`src/rtl/repeat_check_if.sv`:
```
// Sample/result bundle for the repeat-N run-length and sequence checker.
interface repeat_check_if;
    logic       en;
    logic [1:0] cnt_in;
    logic       err_clr;
    logic       run_done;
    logic [3:0] run_len;
    logic       locked;
    logic       err_short;
    logic       err_long;
    logic       err_seq;

    // Stimulus side: drives samples, observes results
    modport master (
        output en, cnt_in, err_clr,
        input  run_done, run_len, locked, err_short, err_long, err_seq
    );

    // Checker side
    modport slave (
        input  en, cnt_in, err_clr,
        output run_done, run_len, locked, err_short, err_long, err_seq
    );
endinterface

```
`src/rtl/repeat_check.sv`:
```
// Run-length and sequence checker for a repeat-N counter stream.
// Measures how many enabled samples each value is held, checks each run is
// exactly REPEAT long and that values step 0..WRAP-1 in order, and reports
// per-run results, a lock indication and sticky error flags.
module repeat_check #(
    parameter int REPEAT    = 5,
    parameter int WRAP      = 3,
    parameter int LOCK_RUNS = 2
) (
    input  logic          clk,
    input  logic          rst,
    repeat_check_if.slave bus
);
    localparam logic [3:0] RUN_LEN  = 4'(REPEAT);
    localparam logic [1:0] LAST_VAL = 2'(WRAP - 1);
    localparam logic [3:0] LOCK_N   = 4'(LOCK_RUNS);

    typedef enum logic {SYNC, TRACK} state_t;

    state_t     state_q, state_d;
    // primed_q marks that SYNC has captured its first sample; without it a
    // first value different from the reset prev would look like a change.
    logic       primed_q, primed_d;
    logic [1:0] prev_q, prev_d;
    logic [3:0] run_cnt_q, run_cnt_d;
    logic [3:0] good_cnt_q, good_cnt_d;
    logic       run_done_q, run_done_d;
    logic [3:0] run_len_q, run_len_d;
    logic       locked_q, locked_d;
    logic       err_short_q, err_short_d;
    logic       err_long_q, err_long_d;
    logic       err_seq_q, err_seq_d;

    logic [1:0] exp_next;
    logic       seq_bad;
    logic [3:0] good_inc;

    // Registered state and outputs
    always_ff @(posedge clk or posedge rst) begin
        if (rst) begin
            state_q     <= SYNC;
            primed_q    <= 1'b0;
            prev_q      <= '0;
            run_cnt_q   <= '0;
            good_cnt_q  <= '0;
            run_done_q  <= 1'b0;
            run_len_q   <= '0;
            locked_q    <= 1'b0;
            err_short_q <= 1'b0;
            err_long_q  <= 1'b0;
            err_seq_q   <= 1'b0;
        end else begin
            state_q     <= state_d;
            primed_q    <= primed_d;
            prev_q      <= prev_d;
            run_cnt_q   <= run_cnt_d;
            good_cnt_q  <= good_cnt_d;
            run_done_q  <= run_done_d;
            run_len_q   <= run_len_d;
            locked_q    <= locked_d;
            err_short_q <= err_short_d;
            err_long_q  <= err_long_d;
            err_seq_q   <= err_seq_d;
        end
    end

    // Next-state: sync acquisition, run counting and run-end checks
    always_comb begin
        state_d     = state_q;
        primed_d    = primed_q;
        prev_d      = prev_q;
        run_cnt_d   = run_cnt_q;
        good_cnt_d  = good_cnt_q;
        run_done_d  = 1'b0;
        run_len_d   = run_len_q;
        locked_d    = locked_q;
        // Clear first so any flag set below in the same cycle wins
        err_short_d = bus.err_clr ? 1'b0 : err_short_q;
        err_long_d  = bus.err_clr ? 1'b0 : err_long_q;
        err_seq_d   = bus.err_clr ? 1'b0 : err_seq_q;

        exp_next = (prev_q == LAST_VAL) ? 2'd0 : prev_q + 2'd1;
        seq_bad  = (bus.cnt_in != exp_next);
        good_inc = (good_cnt_q >= LOCK_N) ? LOCK_N : good_cnt_q + 4'd1;

        if (bus.en) begin
            unique case (state_q)
                SYNC: begin
                    if (!primed_q) begin
                        primed_d = 1'b1;
                        prev_d   = bus.cnt_in;
                    end else if (bus.cnt_in != prev_q) begin
                        // First observed change: phase is now known
                        prev_d    = bus.cnt_in;
                        run_cnt_d = 4'd1;
                        state_d   = TRACK;
                    end
                end
                TRACK: begin
                    if (bus.cnt_in == prev_q) begin
                        run_cnt_d = (run_cnt_q == 4'd15) ? 4'd15 : run_cnt_q + 4'd1;
                        // Fires only on the step from REPEAT to REPEAT+1
                        if (run_cnt_q == RUN_LEN) begin
                            err_long_d = 1'b1;
                            good_cnt_d = '0;
                            locked_d   = 1'b0;
                        end
                    end else begin
                        run_done_d = 1'b1;
                        run_len_d  = run_cnt_q;
                        if (run_cnt_q < RUN_LEN)
                            err_short_d = 1'b1;
                        if (seq_bad)
                            err_seq_d = 1'b1;
                        if (run_cnt_q == RUN_LEN && !seq_bad) begin
                            good_cnt_d = good_inc;
                            if (good_inc == LOCK_N)
                                locked_d = 1'b1;
                        end else begin
                            good_cnt_d = '0;
                            locked_d   = 1'b0;
                        end
                        prev_d    = bus.cnt_in;
                        run_cnt_d = 4'd1;
                    end
                end
                default: state_d = SYNC;
            endcase
        end
    end

    assign bus.run_done  = run_done_q;
    assign bus.run_len   = run_len_q;
    assign bus.locked    = locked_q;
    assign bus.err_short = err_short_q;
    assign bus.err_long  = err_long_q;
    assign bus.err_seq   = err_seq_q;
endmodule
```
`src/flat_wrapper.sv`:
```
// flat-port wrapper written by rule: the top's interface ports become plain ports
module repeat_check_flat 
#(
    parameter int REPEAT    = 5,
    parameter int WRAP      = 3,
    parameter int LOCK_RUNS = 2
)
  (clk, rst, bus_en, bus_cnt_in, bus_err_clr, bus_run_done, bus_run_len, bus_locked, bus_err_short, bus_err_long, bus_err_seq);
  repeat_check_if bus_i ();
  input  logic clk;
  input  logic rst;
  input wire logic [$bits(bus_i.en)-1:0] bus_en;
  input wire logic [$bits(bus_i.cnt_in)-1:0] bus_cnt_in;
  input wire logic [$bits(bus_i.err_clr)-1:0] bus_err_clr;
  output wire logic [$bits(bus_i.run_done)-1:0] bus_run_done;
  output wire logic [$bits(bus_i.run_len)-1:0] bus_run_len;
  output wire logic [$bits(bus_i.locked)-1:0] bus_locked;
  output wire logic [$bits(bus_i.err_short)-1:0] bus_err_short;
  output wire logic [$bits(bus_i.err_long)-1:0] bus_err_long;
  output wire logic [$bits(bus_i.err_seq)-1:0] bus_err_seq;
  assign bus_i.en = bus_en;
  assign bus_i.cnt_in = bus_cnt_in;
  assign bus_i.err_clr = bus_err_clr;
  assign bus_run_done = bus_i.run_done;
  assign bus_run_len = bus_i.run_len;
  assign bus_locked = bus_i.locked;
  assign bus_err_short = bus_i.err_short;
  assign bus_err_long = bus_i.err_long;
  assign bus_err_seq = bus_i.err_seq;
  repeat_check #(.REPEAT(REPEAT), .WRAP(WRAP), .LOCK_RUNS(LOCK_RUNS)) u_core (.clk(clk), .rst(rst), .bus(bus_i));
endmodule
```
`config.mk`:
```
export PLATFORM = sky130hd
export DESIGN_NAME = repeat_check_flat
export DESIGN_NICKNAME = d
export VERILOG_FILES = /design/src/rtl/repeat_check_if.sv /design/src/rtl/repeat_check.sv /design/src/flat_wrapper.sv
export SDC_FILE = /design/constraint.sdc
export NUM_CORES = 1
export LEC_CHECK = 0
export BUFFER_PORTS_ARGS = -buffer_cell sky130_fd_sc_hd__buf_2
export CELL_PAD_IN_SITES_DETAIL_PLACEMENT = 0
export CELL_PAD_IN_SITES_GLOBAL_PLACEMENT = 1
export CORE_MARGIN = 3
export CORE_UTILIZATION = 46
export DETAILED_ROUTE_END_ITERATION = 8
export MAX_ROUTING_LAYER = met4
export PLACE_DENSITY = 0.79
export SYNTH_ARGS = -nofsm -noshare
export SYNTH_HDL_FRONTEND = slang
export SYNTH_SLANG_ARGS = --single-unit
export TNS_END_PERCENT = 100
```
`constraint.sdc`:
```
create_clock -name clk -period 3 [get_ports clk]
set_input_delay 0.6 -clock clk [delete_from_list [all_inputs] [get_ports clk]]
set_output_delay 0.6 -clock clk [all_outputs]
set_load 0.03 [all_outputs]
```
Yosys cells after proc, flatten, opt, wreduce, memory -nomap -nowiden
Cells that the tools add are included.
{"block": "word_totals", "reg_bits": 21, "in_bits": 6, "wordCells": 78}
{"block": "op_classes", "n_addsub": 3, "n_lt_le_gt_ge": 2, "eq_ne": 13, "muxes": 39, "bitwise_logic": 2, "n_reduce_logical": 8}
{"cell": "$mux 4", "count": 8}
{"cell": "$mux 1", "count": 25}
{"cell": "$reduce_and 3->1", "count": 4}
{"cell": "$add 4x1->4 const B", "count": 2}
{"cell": "$mux 2", "count": 4}
{"cell": "$pmux 4 s2", "count": 1}
{"cell": "$eq 4x2->1 const B", "count": 1}
{"cell": "$eq 4x3->1 const B", "count": 1}
{"cell": "$eq 4x4->1 const B", "count": 1}
{"cell": "$ge 4x2->1 const B", "count": 1}
{"cell": "$lt 4x3->1 const B", "count": 1}
{"cell": "$ne 2x1->1 const B", "count": 2}
{"cell": "$ne 2x2->1", "count": 2}
{"cell": "$ne 2x2->1 const B", "count": 2}
{"cell": "$pmux 2 s2", "count": 1}
{"cell": "$reduce_and 4->1", "count": 1}
{"cell": "$ne 3x2->1 const B", "count": 1}
{"cell": "$ne 3x3->1 const B", "count": 1}
{"cell": "$add 2x1->2 const B", "count": 1}
{"cell": "$eq 2x2->1", "count": 1}
{"cell": "$eq 2x2->1 const B", "count": 1}
{"cell": "$not 1->1", "count": 2}
{"cell": "$reduce_and 2->1", "count": 1}
{"cell": "$logic_and 1x1->1", "count": 1}
{"cell": "$logic_not 1->1", "count": 1}

Logic depth before layout (Yosys ltp)
{"block": "logic_depth", "ltp_word": 7, "mapped_depth": 6, "mapped_depth_nobuf": 6}

Worst setup path before layout
No wires, ideal clock.
{"block": "synth_path", "path_kind": "input-to-reg", "from": "in bus_cnt_in[1]", "to": "reg u_core.good_cnt_q[0]", "arrival_ns": 1.689, "required_ns": 2.905, "path_slack_ns": 1.215, "stages": 4, "path_buffers": 1, "path_cell_list": "buf_2 > or4b_1 > a31o_1 > o32ai_2"}
{"block": "synth_between", "elab_chain_len": 5}
{"element": "start: declaration", "line": "flat_wrapper.sv:13", "source": "input wire logic [$bits(bus_i.cnt_in)-1:0] bus_cnt_in;"}
{"element": "$ne 2x2->1", "line": "repeat_check.sv:83", "source": "seq_bad = (bus.cnt_in != exp_next);"}
{"element": "$logic_not 1->1", "line": "repeat_check.sv:115", "source": "if (run_cnt_q == RUN_LEN && !seq_bad) begin"}
{"element": "$logic_and 1x1->1", "line": "repeat_check.sv:115"}
{"element": "$mux 4", "line": "repeat_check.sv:115"}
{"element": "$mux 4", "line": "repeat_check.sv:100", "source": "if (bus.cnt_in == prev_q) begin"}
{"element": "end signal: assignment", "line": "repeat_check.sv:57", "source": "good_cnt_q <= good_cnt_d;"}
{"element": "end: declaration", "line": "repeat_check.sv:26", "source": "logic [3:0] good_cnt_q, good_cnt_d;"}
Parallel ways exist; a longest one is shown, timed or not.
A chain may end at the register's enable or synchronous reset.

Worst setup path after layout
{"block": "layout_path", "from": "reg u_core.run_cnt_q[1]", "to": "reg u_core.good_cnt_q[1]"}
{"block": "layout_between", "elab_chain_len": 4}
{"element": "start: declaration", "line": "repeat_check.sv:25", "source": "logic [3:0] run_cnt_q, run_cnt_d;"}
{"element": "start signal: assignment", "line": "repeat_check.sv:56", "source": "run_cnt_q <= run_cnt_d;"}
{"element": "$eq 4x3->1 (*)", "line": "repeat_check.sv:103, repeat_check.sv:115"}
{"element": "$logic_and 1x1->1", "line": "repeat_check.sv:115"}
{"element": "$mux 4", "line": "repeat_check.sv:115"}
{"element": "$mux 4", "line": "repeat_check.sv:100"}
Every way passes the cells marked *; elsewhere a longest branch is shown, timed or not.

==> reports/metrics.yaml <==
yosysMostFrequentCell: "dfrtp_1"
final_max_slew_viol_count: 0
fin_skew_ns: 0.00105
grt_use_met1: 0.190
clock-sinks: 21
synth_edf_count: 0
arrival_ns: 1.90
placed_cells: 138
cts_hold_buf: 0
clk-insertion-delay-late_ns: 0.29
synth.distinct_cells: 38
seq_area_um2: 526
fillCellCount: 201
antenna_cells: 0
r2r_cells: 5
worstSetupPathType: "reg -> reg"
area_growth_pct: 9.73
end_kind: "flip-flop"
cts_tree: "done"
clk_path_buf_depth: 2
num_io_pins: 15
relSlewSlack: 0.473
synth_top_cell_by_area: "dfrtp_1"
dp.final_hpwl_um: 1370
synthTopCellsByArea: "dfrtp_1 49%, ha_1 5.8%, mux2_1 5.2%"
setup_viol: 0
gr-usage-met2: 0.233
numPortBuffers: 14
seq_area_frac_synth: 0.487
syn_inst: 101
avgSynthCellArea_um2: 10.7
multiInputGateArea_um2: 477
instances_no_fill: 142
cts_buffers: 3
hold_viol: 0
viasPerCell: 5.32
rows: 16
netlist_area_um2: 1080
core_um2: 2080
timing.fmax_mhz: 584
post-route-period-util: 0.571
drive_above_1_share: 0.209
cp_max_fo: 7
routedWlPerCell_um: 13.0
antenna_found_initial: 0
synth_top_flop_cell: "dfrtp_1"
grt_pass1_vias: 730
synthTopCellsByCount: "21 x dfrtp_1, 13 x inv_1, 6 x nand2_1"
track_usage: 0.150
die_width_um: 54.5
htreeDepth: 1
start_kind: "flip-flop"
use_met3: 0.0327
design_area_um2: 1180
synth_top_cell_area_share: 0.487
grt_pass1_wl_um: 3090
power.density_nw_per_um2: 536
dr.pass1.iters: 4
layout.nets: 127
dpl_cell_area_um2: 1160
ys_warn_count: 0
post-route-drc-count: 0
worst_ep_required_time_ns: 3.19
post-route-util: 0.569
rsz0062_at_grt: "no"
cts-root-buf: "clkbuf_4"
via_count: 755
drt_iter0_drc: 13
cts_setup_buffers: 0
tightest_slew_ns: 0.789
fin_crit_ns: 1.71
place_congestion: 0.767
synth-seq-cells: 21
cts_resized: 0
whs_ns: 0.432
drv_cap: 0
finalSetupTns_ns: 0
max-vdd-ir-drop_mv: 0.390
status: "completed"
gr-total-overflow: 0
clk_pin_slew_ns: 0.11
synth_nets: 112
async_flop_share: 1.00
start_util: 0.519
hold_class: "in -> async"
design.die.area_um2: 2960
grt_busiest_layer: "met2"
die_h_um: 54.5
grt_start_max_net_pins: 22
ant_nets: 0
drt_wl_total_um: 1840
leakagePower_nw: 0.585
==> worst paths after layout <==
kind,start,endpoint,slack [ns]
worst max-delay path,u_core.run_cnt_q[1]$_DFFE_PP0P_,u_core.good_cnt_q[1]$_DFFE_PP0P_,1.29
worst min-delay path,rst,u_core.good_cnt_q[1]$_DFFE_PP0P_,0.43
worst max register to register,u_core.run_cnt_q[1]$_DFFE_PP0P_,u_core.good_cnt_q[1]$_DFFE_PP0P_,1.29
worst min register to register,u_core.bus.run_len[1]$_DFFE_PP0P_,u_core.bus.run_len[1]$_DFFE_PP0P_,0.49
max in group asynchronous,rst,u_core.prev_q[0]$_DFFE_PP0P_,2.08
min in group clk,u_core.bus.run_len[1]$_DFFE_PP0P_,u_core.bus.run_len[1]$_DFFE_PP0P_,0.49
==> power by group <==
group	total (mW)	internal, mW	leakage, nW	switching [mW]
sequential	0.340	0.313	0.271	0.0270
combinational	0.162	0.0589	0.300	0.103
clock	0.133	0.0517	0.0150	0.0814
==> metrics by stage <==
stage	setup WS, ns	power, mW
floorplan	1.22	0.469
global route	1.18	0.679
finish	1.29	0.635
CTS	1.27	0.644
global placement	1.16	0.508
detailed placement	1.12	0.510
==> cell type report <==
type,instances,share of cell area
Tap cell,27,0.0285
Multi-Input combinational cell,62,0.402
Sequential cell,21,0.444
Inverter,14,0.0444
Clock buffer,4,0.0222
Timing Repair Buffer,14,0.0591
==> cells by family after synthesis <==
logic type | synth area share
fa+ha+maj | 0.0672
mux | 0.0626
buf+inv | 0.0718
xor+xnor | 0.0382
compound gates | 0.156
flops | 0.487
simple gates | 0.117
==> worst max-delay path, stage by stage, from the launching register on <==
cell and delay [ns]:
dfrtp_1 0.43, inv_1 0.11, ha_1 0.16, nand3b_1 0.14, a31oi_2 0.41, mux2_1 0.35
==> routing by layer <==
layer | up-vias | routed length [µm]
met5 | - | 0
met4 | 0 | 15
met3 | 2 | 67
met2 | 13 | 821
met1 | 361 | 936
li1 | 379 | -
==> placed cells by master, fill, tap and decap left out, types with 2 or more instances in the layout <==
cell	netlist	final
mux2_1	5	5
clkbuf_4	0	3
xnor2_2	2	2
nand2_1	6	6
o21ai_0	4	4
ha_1	5	5
nand3_1	4	4
buf_2	2	14
dfrtp_1	21	21
inv_1	13	13
a21oi_1	4	4
o22ai_1	3	3
nor2_1	3	3
a31oi_1	3	3
nor3_1	2	2
==> flip-flops by register name, summed over array words and instances, names as in the netlist <==
register	count
u_core.state_q	1
u_core.bus.run_done	1
u_core.bus.err_long	1
u_core.prev_q	2
u_core.bus.err_seq	1
u_core.primed_q	1
u_core.run_cnt_q	4
u_core.bus.run_len	4
u_core.bus.locked	1
u_core.good_cnt_q	4
u_core.bus.err_short	1
Note: power is estimated with default switching activity, not from simulation.
